--- src/rtl/io_handshake_port_if.sv ---
// Processor-side byte bus and four-phase hs_out/hs_in handshake.
// The processor is the master; the I/O port is the slave.
interface io_handshake_port_if #(
  parameter int unsigned D_W = 8
);
  logic [D_W-1:0] bus_out;
  logic           hs_out;
  logic           io_dir;
  logic [D_W-1:0] bus_in;
  logic           hs_in;

  modport master (output bus_out, hs_out, io_dir, input bus_in, hs_in);
  modport slave  (input bus_out, hs_out, io_dir, output bus_in, hs_in);
endinterface

--- src/rtl/io_handshake_port.sv ---
// Far end of the processor's IN/OUT transfers.
// An RX FIFO collects processor writes, and a TX FIFO feeds processor reads.
module io_handshake_port #(
  parameter int unsigned ADDR_W = 2,
  parameter int unsigned D_W    = 8
) (
  input  logic                g_clk,
  input  logic                g_clr,
  io_handshake_port_if.slave  proc,
  input  logic                tx_wr_en,
  input  logic [D_W-1:0]      tx_data,
  output logic                tx_full,
  input  logic                rx_rd_en,
  output logic [D_W-1:0]      rx_data,
  output logic                rx_empty,
  output logic [ADDR_W:0]     tx_count,
  output logic [ADDR_W:0]     rx_count,
  output logic                overflow,
  output logic                underflow
);

  localparam int unsigned DEPTH = 1 << ADDR_W;
  localparam int unsigned CW    = ADDR_W + 1;

  typedef enum logic {IDLE, ACK} state_e;

  state_e            state_q, state_d;
  logic              hs_in_q, hs_in_d;
  logic [D_W-1:0]    bus_in_q, bus_in_d;
  logic              ovf_q, ovf_d;
  logic              udf_q, udf_d;

  logic [D_W-1:0]    tx_mem_q [DEPTH];
  logic [D_W-1:0]    rx_mem_q [DEPTH];
  logic [ADDR_W-1:0] tx_wp_q, tx_wp_d, tx_rp_q, tx_rp_d;
  logic [ADDR_W-1:0] rx_wp_q, rx_wp_d, rx_rp_q, rx_rp_d;
  logic [CW-1:0]     tx_cnt_q, tx_cnt_d, rx_cnt_q, rx_cnt_d;

  logic tx_full_c, tx_empty_c, rx_full_c, rx_empty_c;
  logic tx_push, tx_pop, rx_push, rx_pop;

  // All FIFO decisions use start-of-cycle occupancy.
  always_comb begin
    tx_full_c  = (tx_cnt_q == CW'(DEPTH));
    tx_empty_c = (tx_cnt_q == '0);
    rx_full_c  = (rx_cnt_q == CW'(DEPTH));
    rx_empty_c = (rx_cnt_q == '0);
  end

  // Handshake FSM: a strobe is acknowledged only once its FIFO can move a byte.
  always_comb begin
    state_d  = state_q;
    hs_in_d  = hs_in_q;
    bus_in_d = bus_in_q;
    rx_push  = 1'b0;
    tx_pop   = 1'b0;
    unique case (state_q)
      IDLE: begin
        if (proc.hs_out) begin
          if (proc.io_dir) begin
            if (!rx_full_c) begin
              rx_push = 1'b1;
              state_d = ACK;
              hs_in_d = 1'b1;
            end
          end else if (!tx_empty_c) begin
            tx_pop   = 1'b1;
            bus_in_d = tx_mem_q[tx_rp_q];
            state_d  = ACK;
            hs_in_d  = 1'b1;
          end
        end
      end
      ACK: begin
        if (!proc.hs_out) begin
          state_d = IDLE;
          hs_in_d = 1'b0;
        end
      end
      default: begin
        state_d = IDLE;
        hs_in_d = 1'b0;
      end
    endcase
  end

  // Host side: illegal push/pop is dropped and flagged.
  always_comb begin
    tx_push  = tx_wr_en && !tx_full_c;
    rx_pop   = rx_rd_en && !rx_empty_c;
    ovf_d    = ovf_q | (tx_wr_en & tx_full_c);
    udf_d    = udf_q | (rx_rd_en & rx_empty_c);

    tx_wp_d  = tx_push ? tx_wp_q + ADDR_W'(1) : tx_wp_q;
    tx_rp_d  = tx_pop  ? tx_rp_q + ADDR_W'(1) : tx_rp_q;
    rx_wp_d  = rx_push ? rx_wp_q + ADDR_W'(1) : rx_wp_q;
    rx_rp_d  = rx_pop  ? rx_rp_q + ADDR_W'(1) : rx_rp_q;

    tx_cnt_d = tx_cnt_q + CW'(tx_push) - CW'(tx_pop);
    rx_cnt_d = rx_cnt_q + CW'(rx_push) - CW'(rx_pop);
  end

  always_ff @(posedge g_clk) begin
    if (g_clr) begin
      state_q  <= IDLE;
      hs_in_q  <= 1'b0;
      bus_in_q <= '0;
      ovf_q    <= 1'b0;
      udf_q    <= 1'b0;
      tx_wp_q  <= '0;
      tx_rp_q  <= '0;
      rx_wp_q  <= '0;
      rx_rp_q  <= '0;
      tx_cnt_q <= '0;
      rx_cnt_q <= '0;
    end else begin
      state_q  <= state_d;
      hs_in_q  <= hs_in_d;
      bus_in_q <= bus_in_d;
      ovf_q    <= ovf_d;
      udf_q    <= udf_d;
      tx_wp_q  <= tx_wp_d;
      tx_rp_q  <= tx_rp_d;
      rx_wp_q  <= rx_wp_d;
      rx_rp_q  <= rx_rp_d;
      tx_cnt_q <= tx_cnt_d;
      rx_cnt_q <= rx_cnt_d;
    end
  end

  // Storage needs no reset; the cleared pointers make stale entries unreachable.
  always_ff @(posedge g_clk) begin
    if (tx_push) tx_mem_q[tx_wp_q] <= tx_data;
    if (rx_push) rx_mem_q[rx_wp_q] <= proc.bus_out;
  end

  assign proc.bus_in = bus_in_q;
  assign proc.hs_in  = hs_in_q;
  assign tx_full     = tx_full_c;
  assign rx_empty    = rx_empty_c;
  assign rx_data     = rx_mem_q[rx_rp_q];
  assign tx_count    = tx_cnt_q;
  assign rx_count    = rx_cnt_q;
  assign overflow    = ovf_q;
  assign underflow   = udf_q;

endmodule
--- src/flat_wrapper.sv ---
// flat-port wrapper written by rule: the top's interface ports become plain ports
module io_handshake_port_flat 
#(
  parameter int unsigned ADDR_W = 2,
  parameter int unsigned D_W    = 8
)
  (g_clk, g_clr, tx_wr_en, tx_data, tx_full, rx_rd_en, rx_data, rx_empty, tx_count, rx_count, overflow, underflow, proc_bus_out, proc_hs_out, proc_io_dir, proc_bus_in, proc_hs_in);
  io_handshake_port_if #(.D_W(D_W)) proc_i ();
  input  logic g_clk;
  input  logic g_clr;
  input  logic tx_wr_en;
  input  logic [D_W-1:0] tx_data;
  output logic tx_full;
  input  logic rx_rd_en;
  output logic [D_W-1:0] rx_data;
  output logic rx_empty;
  output logic [ADDR_W:0] tx_count;
  output logic [ADDR_W:0] rx_count;
  output logic overflow;
  output logic underflow;
  input wire logic [$bits(proc_i.bus_out)-1:0] proc_bus_out;
  input wire logic [$bits(proc_i.hs_out)-1:0] proc_hs_out;
  input wire logic [$bits(proc_i.io_dir)-1:0] proc_io_dir;
  output wire logic [$bits(proc_i.bus_in)-1:0] proc_bus_in;
  output wire logic [$bits(proc_i.hs_in)-1:0] proc_hs_in;
  assign proc_i.bus_out = proc_bus_out;
  assign proc_i.hs_out = proc_hs_out;
  assign proc_i.io_dir = proc_io_dir;
  assign proc_bus_in = proc_i.bus_in;
  assign proc_hs_in = proc_i.hs_in;
  io_handshake_port #(.ADDR_W(ADDR_W), .D_W(D_W)) u_core (.g_clk(g_clk), .g_clr(g_clr), .proc(proc_i), .tx_wr_en(tx_wr_en), .tx_data(tx_data), .tx_full(tx_full), .rx_rd_en(rx_rd_en), .rx_data(rx_data), .rx_empty(rx_empty), .tx_count(tx_count), .rx_count(rx_count), .overflow(overflow), .underflow(underflow));
endmodule
--- config.mk ---
export PLATFORM = sky130hd
export DESIGN_NAME = io_handshake_port_flat
export DESIGN_NICKNAME = d
export VERILOG_FILES = /design/src/rtl/io_handshake_port_if.sv /design/src/rtl/io_handshake_port.sv /design/src/flat_wrapper.sv
export SDC_FILE = /design/constraint.sdc
export NUM_CORES = 1
export LEC_CHECK = 0
export ABC_AREA = 0
export CORE_AREA = 2 2 93 140
export CTS_BUF_LIST = sky130_fd_sc_hd__clkbuf_8 sky130_fd_sc_hd__clkbuf_16
export CTS_CLUSTER_SIZE = 16
export DETAILED_ROUTE_END_ITERATION = 10
export DIE_AREA = 0 0 95 142
export GPL_TIMING_DRIVEN = 0
export PLACE_DENSITY = 0.61
export SYNTH_ARGS = -nofsm -noshare
export SYNTH_HDL_FRONTEND = slang
export SYNTH_SLANG_ARGS = --single-unit
--- constraint.sdc ---
create_clock -name g_clk -period 2.39 [get_ports g_clk]
set_input_delay 0.239 -clock g_clk [delete_from_list [all_inputs] [get_ports g_clk]]
set_output_delay 0.239 -clock g_clk [all_outputs]
set_load 0.01 [all_outputs]
* Yosys cells after proc, flatten, opt, wreduce, memory -nomap -nowiden
Memories as Yosys holds them, arrays and structs flattened. A register that Yosys moved wholly into a read port is not among the register bits. Cells that the tools add are included.
Storage, ports and cells: bits in registers 18, bits in writable memories 64, input bits 22, output and inout bits 27, logic and storage cells 65, memories kept 2
Cells by class: $add $sub $neg 8, eq/ne operators 6, muxes and demuxes 24, bitwise logic cells 7, reduce and logical (&&, ||, !) cells 8
Memory list:
- u_core.rx_mem_q | depth 4, bits a word 8, rd ports 1, clocked after Yosys merged registers in 1, wr ports 1, line io_handshake_port.sv:34 | logic [D_W-1:0] rx_mem_q [DEPTH];
- u_core.tx_mem_q | depth 4, bits a word 8, rd ports 1, clocked after Yosys merged registers in 1, wr ports 1, line io_handshake_port.sv:33 | logic [D_W-1:0] tx_mem_q [DEPTH];
Operators with widths (count):
- 2-to-1 mux 1 bit | 20
- adder 2 x 1 -> 2 bit (second input constant) | 4
- AND reduction 4 bit | 2
- adder 3 x 1 -> 3 bit | 2
- equality test 3 bit (second input constant) | 2
- zero test 3 bit | 2
- inequality test 3 bit (second input constant) | 2
- subtractor 3 x 1 -> 3 bit | 2
- 2-to-1 mux 2 bit | 2
- inequality test 2 bit (second input constant) | 2
- one-hot mux 1 bit (2 select lines) | 2
- NOT 1 bit | 3
- bitwise AND 1 bit | 2
- logical AND 1 bit | 2
- zero test 1 bit | 2
- bitwise OR 1 bit | 2

* Longest topological paths before layout
Gate-level depths: netlist of run 1.
depth in word-level cells 7, gate-level depth with buffers 10

* Least setup slack after synthesis of run 1
No wires, ideal clock.
path type flip-flop to flip-flop, start point register u_core.tx_cnt_q[1] (netlist: u_core.tx_count[1]), end point register u_core.tx_cnt_q[2] (netlist: u_core.tx_count[2]), library setup time 78 ps, arrival time 2077 ps, slack 235 ps, cell stages (with the launch flop) 11, path buffers 0, clock period less this slack 2155 ps, path through dfxtp_1 nor3_4 nor3_1 ha_1 inv_1 ha_1 inv_1 fa_1 xor2_1 and2_1 nor3_1
On the way: word-level cells in the longest chain between the ends 6
RTL lines:
- start: declaration | line io_handshake_port.sv:37 | logic [CW-1:0] tx_cnt_q, tx_cnt_d, rx_cnt_q, rx_cnt_d;
- start signal: assignment | line io_handshake_port.sv:126 | tx_cnt_q <= tx_cnt_d;
- zero test 3 bit | line io_handshake_port.sv:45 | tx_empty_c = (tx_cnt_q == '0);
- 2-to-1 mux 1 bit | line io_handshake_port.sv:66 | end else if (!tx_empty_c) begin
- 2-to-1 mux 1 bit | line io_handshake_port.sv:60 | if (proc.io_dir) begin
- 2-to-1 mux 1 bit | line io_handshake_port.sv:59 | if (proc.hs_out) begin
- 2-to-1 mux 1 bit | line io_handshake_port.sv:57 | unique case (state_q)
- net u_core.tx_pop | line io_handshake_port.sv:40 | logic tx_push, tx_pop, rx_push, rx_pop;
- subtractor 3 x 1 -> 3 bit | line io_handshake_port.sv:99 | tx_cnt_d = tx_cnt_q + CW'(tx_push) - CW'(tx_pop);
The timed path passes the listed nets, and every way through them passes these cells. A chain may end at the register's enable or synchronous reset.

==> results.md, run 1 <==
- The mapped netlist covers 3717 µm².
- The critical path's slowest cell is sky130_fd_sc_hd__mux4_2.
- The pin count of the biggest net entering global routing is 19.
- The overall die area is 13,490 µm².
- The average wire per standard cell is ~15 µm.
- For this run, design rule violations remaining after detail routing come to 0.
- The pin slew with the least headroom to its limit is around 0.60 ns.
- In the detailed route, the total length drawn on met2 is 3.545 mm.
- Total power for the finished layout comes to around 4.7 mW.
- The run finished with clean final reports.
- The detailed router used layers up to and including met4.
- The clock transition at the register clock pins on the worst setup and hold paths after CTS is 0.07 ns.
- Following the worst setup path forward leads to its endpoint at rx_data[2].
- The via count of the first global-routing pass came to 2,186.
- In the final layout, the share of cells above drive strength 1 is 0.1840.
- Headroom to the max-slew limit came out at 0.5946.
- The number of cells on the worst reg-to-reg path is 10.
- The cell count after synthesis came out at 223.
- Setup repair after global routing left no endpoint under its margin.
- The synthesized netlist contains 40 unique library cells.
- The total iterations of the first detailed-routing run is 4.
- The routed design uses roughly 270 µm of met3 wire.
- The sequential cell area fraction in the yosys report is 0.6678.
- The number of H-tree branching levels is 3.
- The detail route stage leaves a number of antenna-violating nets equal to 0.
- The number of antenna violations at the first check in global routing is 1.
- In the final timing run, aggregate negative setup slack is 0 ns.
- The worst hold slack is ~0.35 ns.
- In this run the critical register-to-register path is launched from u_core.rx_count[1]$_SDFF_PP0_.
- In this run the worst path has a maximum fanout of 8.
- The routed metal-1 wire length is 2.647 mm.
- After filler insertion, the fill cell instance count of the layout stands at 1,149.
- The data arrival at the endpoint of the critical path is 1.97 ns.
- The region available for standard cell placement spans between 10,000 and 15,000 µm².
- The leakage dissipation is approximately 1.7 nW.
- During synthesis, Yosys emitted a total of 0 warnings.
- The number of nets in the layout is 320.
- Relative to the synthesized area, the layout overhead comes to 26.69%.
- The fraction of post-synthesis cell area in the top cell type by area is 0.5170.
- The signal on the critical path passes through buf_2 -> mux4_2 -> clkdlybuf4s50_1.
- Summed over all layers, the routed wires come to 6.607 mm.
- On the final layout, the worst clock skew is 0.008246 ns.
- For this configuration, the core starts out at a cell density of 0.3016.
- The horizontal die dimension is approximately 95 µm.
- The clock reaches the later pin of the worst-skew pair after between 0.3 and 0.4 ns.
- The number of buffer cells added on primary ports is 47.
- The clock tree from TritonCTS is yes.
- The average size of a mapped cell is about 17 µm².
- The cell type with the largest total area after synthesis is sky130_fd_sc_hd__edfxtp_1.
- Across every metal layer, demand over resource in global routing totals 0.1084.
- The top cell types in the final layout, fill and taps aside, are sky130_fd_sc_hd__edfxtp_1, sky130_fd_sc_hd__clkdlybuf4s50_1, sky130_fd_sc_hd__dfxtp_1.
- By startpoint and endpoint, the worst setup path is classified as flip-flop to output pin.
- The startpoint type of the worst setup path is a flip-flop.
- Counting every net in the synthesized netlist gives 260.
- The number of max-slew violations in the final report is 0.
- 49 I/O pins were placed.
- No sink is reached through more buffers than the 2 on the longest clock path.
- Across the run, the number of max-cap violations was 0.
- The highest cell delay on the worst timing path is between 0.5 and 0.6 ns.
- The minimum clock period is around 2.2 ns.
- The maximum ir drop on the vdd rail is approximately 0.40 mV.
- The HPWL after detailed placement is roughly 4.6 mm.
- Across all register-to-register paths, the minimum setup slack is approximately 0.19 ns.
- Data on the critical path is required at its endpoint by roughly 2.2 ns.
- Based on the critical path, the design can be clocked at up to 452.8 MHz.
- By area the synthesized netlist is led by sky130_fd_sc_hd__edfxtp_1, sky130_fd_sc_hd__dfxtp_1, sky130_fd_sc_hd__mux4_2.
- The number of vias after detailed routing is 2,022.
- The worst setup path is captured at an output pin.
- The CTS buffer count is 9.
- Setup violations remaining at the end of the flow were counted as 0.
- The final hold violation count was 0.
- After floorplanning, the core was divided into 50 placement rows.
- The power per unit of standard cell area is 1008 nW/µm².
- The tightest min-delay check is of the input pin to flip-flop type.
- After detailed routing, the number of vias per cell comes to 4.544.
- The first routing iteration left 123 violations.
- The post-route fraction of the period consumed by the critical path is 0.9240.
- The residual overflow from global routing is 0.
- The height of the chip is 142 µm.
- The last weighted congestion value of the routability-driven placer is about 0.7.
- The commonest non-fill, non-tap cell in the layout is sky130_fd_sc_hd__edfxtp_1.
- The first global-routing pass estimated 10.78 mm of wire.
- The clock sink count is 92.
- The flip-flop and latch count after synthesis is 92.
- The root buffer selected by CTS is sky130_fd_sc_hd__clkbuf_16.
- The worst register-to-register path ends at u_core.rx_count[2]$_SDFF_PP0_.
[sequential cells by signal (all words and copies together), names as in the netlist, named ones only]
name and count:
u_core.overflow 1, u_core.proc.bus_in 8, u_core.proc.hs_in 1, u_core.rx_count 3, u_core.rx_mem_q 32, u_core.rx_rp_q 2, u_core.rx_wp_q 2, u_core.state_q 1
u_core.tx_count 3, u_core.tx_mem_q 32, u_core.tx_rp_q 2, u_core.tx_wp_q 2, u_core.underflow 1
[layer usage]
layer  GRT usage  vias up
li1            -      972
met1      0.1231     1005
met2      0.1848       35
met3     0.03231       10
met4     0.05034        0
met5           0        -
[what timing repair did]
item / 4_1_cts / 5_1_grt
hold buffers: 0 / 0
gates resized for setup: 0 / 3
endpoints found under the setup margin: 0 / 2
setup buffers: 0 / 2
hold endpoints to repair: 0 / 0
[metrics by stage]
| step | setup WS (ns) | instances | utilization | area, µm² |
|---|---|---|---|---|
| 5_1_grt | 0.005413 | 444 | 0.3819 | 4707 |
| 2_1_floorplan | 0.2350 | 223 | - | 3717 |
| 3_5_place_dp | -0.08873 | 426 | 0.3556 | 4383 |
| 6_report | 0.1817 | 445 | 0.3821 | 4710 |
| 3_3_place_gp | -0.09304 | 426 | 0.3556 | 4383 |
| 4_1_cts | 0.07126 | 442 | 0.3795 | 4677 |
[where the power goes]
| group | total [mW] | internal, mW | switching [mW] |
|---|---|---|---|
| Combinational | 1.30 | 0.716 | 0.586 |
| Sequential | 2.06 | 1.90 | 0.162 |
| Clock | 1.38 | 0.736 | 0.644 |
| Total | 4.75 | 3.35 | 1.39 |
[synthesized netlist by cell type, drive strengths merged]
cell and n:
a32o 1, o211a 1, nor4 1, fa 2, nor2 12, or3b 2
and3b 1, and3 8, nand3b 1, nor2b 3, a21oi 7, nand3 4
nor4b 1, and2 2, buf 8, edfxtp 64, clkinv 1, nand2b 2
mux4 16, nor3b 1, a22o 8, mux2i 1, inv 15, o311ai 1
o31a 1, mux2 1, or4 1, o31ai 2, ha 13, o21ai 4
xor2 4, dfxtp 28, nor3 6
[critical path, delay by kind of cell (launching register included)]
kind     cells  cell delay [ns]
flops        1             0.30
buf+inv      2             0.77
mux          1             0.55
[logic make-up (layout without fill, tap and decap cells)]
family          count (synthesis)  in the layout  share of synthesized area
flops                          92             92                     0.6678
simple gates                   45             45                    0.07910
compound gates                 25             25                    0.05217
buf+inv                        24             89                    0.03433
mux                            18             18                     0.1027
fa+ha+maj                      15             15                    0.05453
xor+xnor                        4              4                   0.009423
other cells                     0              1                          0
[worst min-delay path by stage]
| stage | cells after the start | to | slack [ns] | from |
|---|---|---|---|---|
| final | 3 | u_core.tx_rp_q[0]$_SDFFE_PP0P_ | 0.35 | proc_io_dir |
| after global routing | 3 | u_core.tx_rp_q[0]$_SDFFE_PP0P_ | 0.36 | proc_io_dir |
| after CTS | 3 | u_core.tx_rp_q[0]$_SDFFE_PP0P_ | 0.34 | proc_io_dir |
| after detailed placement | 1 | u_core.proc.bus_in[7]$_SDFFE_PP0P_ | 0.47 | u_core.proc.bus_in[7]$_SDFFE_PP0P_ |
| after global placement | 2 | u_core.underflow$_SDFF_PP0_ | 0.45 | u_core.underflow$_SDFF_PP0_ |
| after floorplan | 0 | u_core.rx_mem_q[0][0]$_DFFE_PP_ | 0.34 | proc_bus_out[0] |
[area by class of cell]
type	count	area, µm²	area share
antenna	1	2.502	0.0005313
buffer	8	55.05	0.01169
clock buffer	9	225.2	0.04782
clock inverter	7	68.82	0.01461
inverter	16	72.57	0.01541
multi-input combinational	107	1121	0.2380
sequential	92	2484	0.5274
tap	156	195.2	0.04145
timing repair buffer	49	485.5	0.1031
Power figures use the tool's default switching activity.
==> inputs of run 2 (changes only) <==
PLACE_DENSITY = 0.63   (was 0.61)
clock period = 2 ns   (was 2.39 ns; I/O delays follow)
==> results.md, run 2 (synthesized netlist as in run 1, its figures left out) <==
- Run status: finished, final reports clean (unchanged).
- The overall die area is 13,490 µm² (unchanged).
- The source of the worst register-to-register timing path is u_core.rx_count[1]$_SDFF_PP0_ (unchanged).
- RSZ-0062 raised after global routing: yes (was no).
- The maximum ir drop on the vdd rail is 0.4794 mV (was 0.4013 mV).
- The data arrival at the endpoint of the critical path came to 2.25 ns (was 1.97 ns).
- The sum of routed wire length over all layers is 6.617 mm (was 6.607 mm).
- The number of DRC markers in iteration 0 came to 122 (was 123).
- The final hold violation count is 0 (unchanged).
- The area used by multi-input combinational logic is 1150 µm² (was 1121 µm²).
- The final-report setup violation count is 0 (unchanged).
- The sink of the worst hold path is u_core.state_q$_SDFF_PP0_ (was u_core.tx_rp_q[0]$_SDFFE_PP0P_).
- The critical path starts at u_core.rx_count[1]$_SDFF_PP0_.
- The area added between synthesis and finish is 29.25% (was 26.69%).
- The power per unit of standard cell area is 1212 nW/µm² (was 1008 nW/µm²).
- The horizontal die dimension is 95 µm (unchanged).
- The pin slew with the least headroom to its limit was 0.6104 ns (was 0.6035 ns).
- The remaining design rule violation count is 0 (unchanged).
- The number of H-tree branching levels is 3 (unchanged).
- The share of cells above drive strength 1 is 0.2397 (was 0.1840).
- The classification of the worst setup path is flip-flop to flip-flop (was flip-flop to output pin).
- The initial cell density of the core is 0.3016 (unchanged).
- The worst hold path stage count is 2 (was 3).
- The start point of the worst hold path is proc_hs_out (was proc_io_dir).
- The number of nets still failing antenna checks after routing is 0 (unchanged).
- The worst clock skew on the final layout is 0.005493 ns (was 0.008246 ns).
- The setup slack of the worst register-to-register path came to 0.005 ns (was 0.19 ns).
- The number of buffer cells added on primary ports was 47 (unchanged).
- The terminus of the critical flop-to-flop path is u_core.rx_count[2]$_SDFF_PP0_ (unchanged).
- The via count of the first global-routing pass is 2,113 (was 2,186).
- The average wire per standard cell is 14.77 µm (was 14.85 µm).
- The flip-flop and latch area is 2502 µm² (was 2484 µm²).
- The clock tree from TritonCTS is yes (unchanged).
- The final antenna diode count came to 0 (was 1).
- The number of vias after detailed routing is 2,045 (was 2,022).
- The class of the worst hold path is input pin to flip-flop (unchanged).
- The number of antenna violations at the first check in global routing is 0 (was 1).
- Top library cells by usage in the layout, fill and taps aside: sky130_fd_sc_hd__edfxtp_1, sky130_fd_sc_hd__clkdlybuf4s50_1, sky130_fd_sc_hd__dfxtp_1 (unchanged).
- The headroom to the max-slew limit is 0.5900 (was 0.5946).
- The number of buffers on the longest clock path is 2 (unchanged).
- The maximum fanout count along the critical path was 2 (was 8).
- The source-to-sink clock delay at the later pin of the worst-skew pair is 0.33 ns (was 0.34 ns).
- The area of the placeable core came to 12,320 µm² (unchanged).
- The cts-stage hold buffer count is 0 (unchanged).
- The area of placed instances is 4408 µm² (was 4383 µm²).
- The filler cell count is 1,122 (was 1,149).
- The number of nets in the layout was 324 (was 320).
- The top-level port count came to 49 (unchanged).
- The CTS buffer count is 9 (unchanged).
- The clock transition at the register clock pins on the worst setup and hold paths after CTS came to 0.07 ns (about the same).
- The HPWL after detailed placement is 4.555 mm (was 4.647 mm).
- The total iterations of the first detailed-routing run is 4 (unchanged).
- The startpoint type of the worst setup path is a flip-flop (unchanged).
- The max-capacitance violation count is 0 (unchanged).
- The area of all placed cells without fillers came to 4805 µm² (was 4710 µm²).
- The height of the chip is 142 µm (unchanged).
- The pin count of the biggest net entering global routing is 18 (was 19).
- The residual overflow from global routing is 0 (unchanged).
- The leakage dissipation is 1.726 nW (was 1.658 nW).
- The post-route total power is 5.822 mW (was 4.747 mW).
- The first-pass GRT wire length was 10.57 mm (was 10.78 mm).
- The number of vias per cell is 4.565 (was 4.544).
- The required time of the critical path was 2.26 ns (was 2.15 ns).
- The minimum clock period is roughly 2 ns.
- Of the available clock period, the critical path in the final layout requires 0.9974.
- The length in cells of the worst reg-to-reg path came to 10 (unchanged).
- The commonest non-fill, non-tap cell in the layout was sky130_fd_sc_hd__edfxtp_1 (unchanged).
- The number of max-slew violations in the final report is 0 (unchanged).
- The element type at the critical path end is a flip-flop (was output pin).
- The clock sink count is 92 (unchanged).
- The last weighted congestion value of the routability-driven placer is 0.7146 (was 0.7019).
- The combined global-route utilization of all metal layers was 0.1055 (was 0.1084).
- For this run, the top clock speed supported by timing is between 500 and 600 MHz.
- The root buffer selected by CTS is sky130_fd_sc_hd__clkbuf_16 (unchanged).
- The standard-cell row count is 50 (unchanged).
-- run 2: cell count changes in the layout (fill, tap and decap cells not counted), sizes merged, moves of 2 or more --
cell,change
dlygate4sd2,+8
inv,-2
clkdlybuf4s50,-10
buf,+4
dlymetal6s2s,+2
-- run 2: per-stage QoR --
stage / TNS (ns) / utilization / setup WS [ns] / std cells / hold WS, ns
after global routing: -0.2332 / 0.3898 / -0.1448 / 448 / 0.3535
after CTS: -0.001598 / 0.3878 / -0.001598 / 447 / 0.3174
after floorplan: -0.03573 / - / -0.03573 / 223 / 0.2989
after detailed placement: -1.012 / 0.3577 / -0.4724 / 426 / 0.4644
final: 0 / 0.3898 / 0.005210 / 448 / 0.3446
after global placement: -0.9253 / 0.3577 / -0.4215 / 426 / 0.4548
-- run 2: routing by layer --
metal  up-vias  routed length, µm  part of all wire  GRT usage
met4         0                131             0.020    0.04348
met2        35               3681              0.56     0.1934
met1      1020               2558              0.39     0.1110
met5         -                  0                 0          0
met3         8                245             0.037    0.02966
li1        982                  -                 -          -
-- run 2: cell type report --
cell class              instances  area share
clock inverters                 7     0.01745
plain buffers                   7     0.01198
inverters                      16     0.01510
multi-input cells             107      0.2393
flip-flops and latches         92      0.5208
repair buffers                 54      0.1078
well taps                     156     0.04062
clock buffers                   9     0.04687
-- run 2: report_power, final --
group          leakage [nW]  internal, mW  switching, mW
combinational         0.762         0.878          0.748
sequential            0.816          2.30          0.178
clock                 0.148         0.988          0.729
-- run 2: how the worst max path moves through the flow --
| stage | slack [ns] | end | depth (start not counted) |
|---|---|---|---|
| 2_1_floorplan | -0.04 | u_core.tx_count[2]$_SDFF_PP0_ | 10 |
| 3_3_place_gp | -0.42 | u_core.tx_count[2]$_SDFF_PP0_ | 11 |
| 3_5_place_dp | -0.47 | u_core.tx_count[2]$_SDFF_PP0_ | 11 |
| 4_1_cts | -0.002 | u_core.rx_count[2]$_SDFF_PP0_ | 10 |
| 5_1_grt | -0.14 | u_core.rx_count[2]$_SDFF_PP0_ | 10 |
| 6_report | 0.005 | u_core.rx_count[2]$_SDFF_PP0_ | 10 |
-- run 2: repair_timing --
action / in CTS / in global routing
buffers inserted: 6 / 1
pin swaps: 2 / 0
resized for setup: 19 / 5
gates cloned: 0 / 0
endpoints found under the setup margin: 12 / 4
-- run 2: worst max-delay path, cell delays in order, from the launching register on --
cell                      delay [ns]
sky130_fd_sc_hd__dfxtp_4        0.36
sky130_fd_sc_hd__o31ai_4        0.25
sky130_fd_sc_hd__inv_1          0.07
sky130_fd_sc_hd__ha_1           0.27
sky130_fd_sc_hd__inv_1          0.06
sky130_fd_sc_hd__ha_1           0.13
sky130_fd_sc_hd__inv_1          0.05
sky130_fd_sc_hd__fa_2           0.33
sky130_fd_sc_hd__xor2_1         0.15
sky130_fd_sc_hd__and2_1         0.15
sky130_fd_sc_hd__nor3_1         0.10
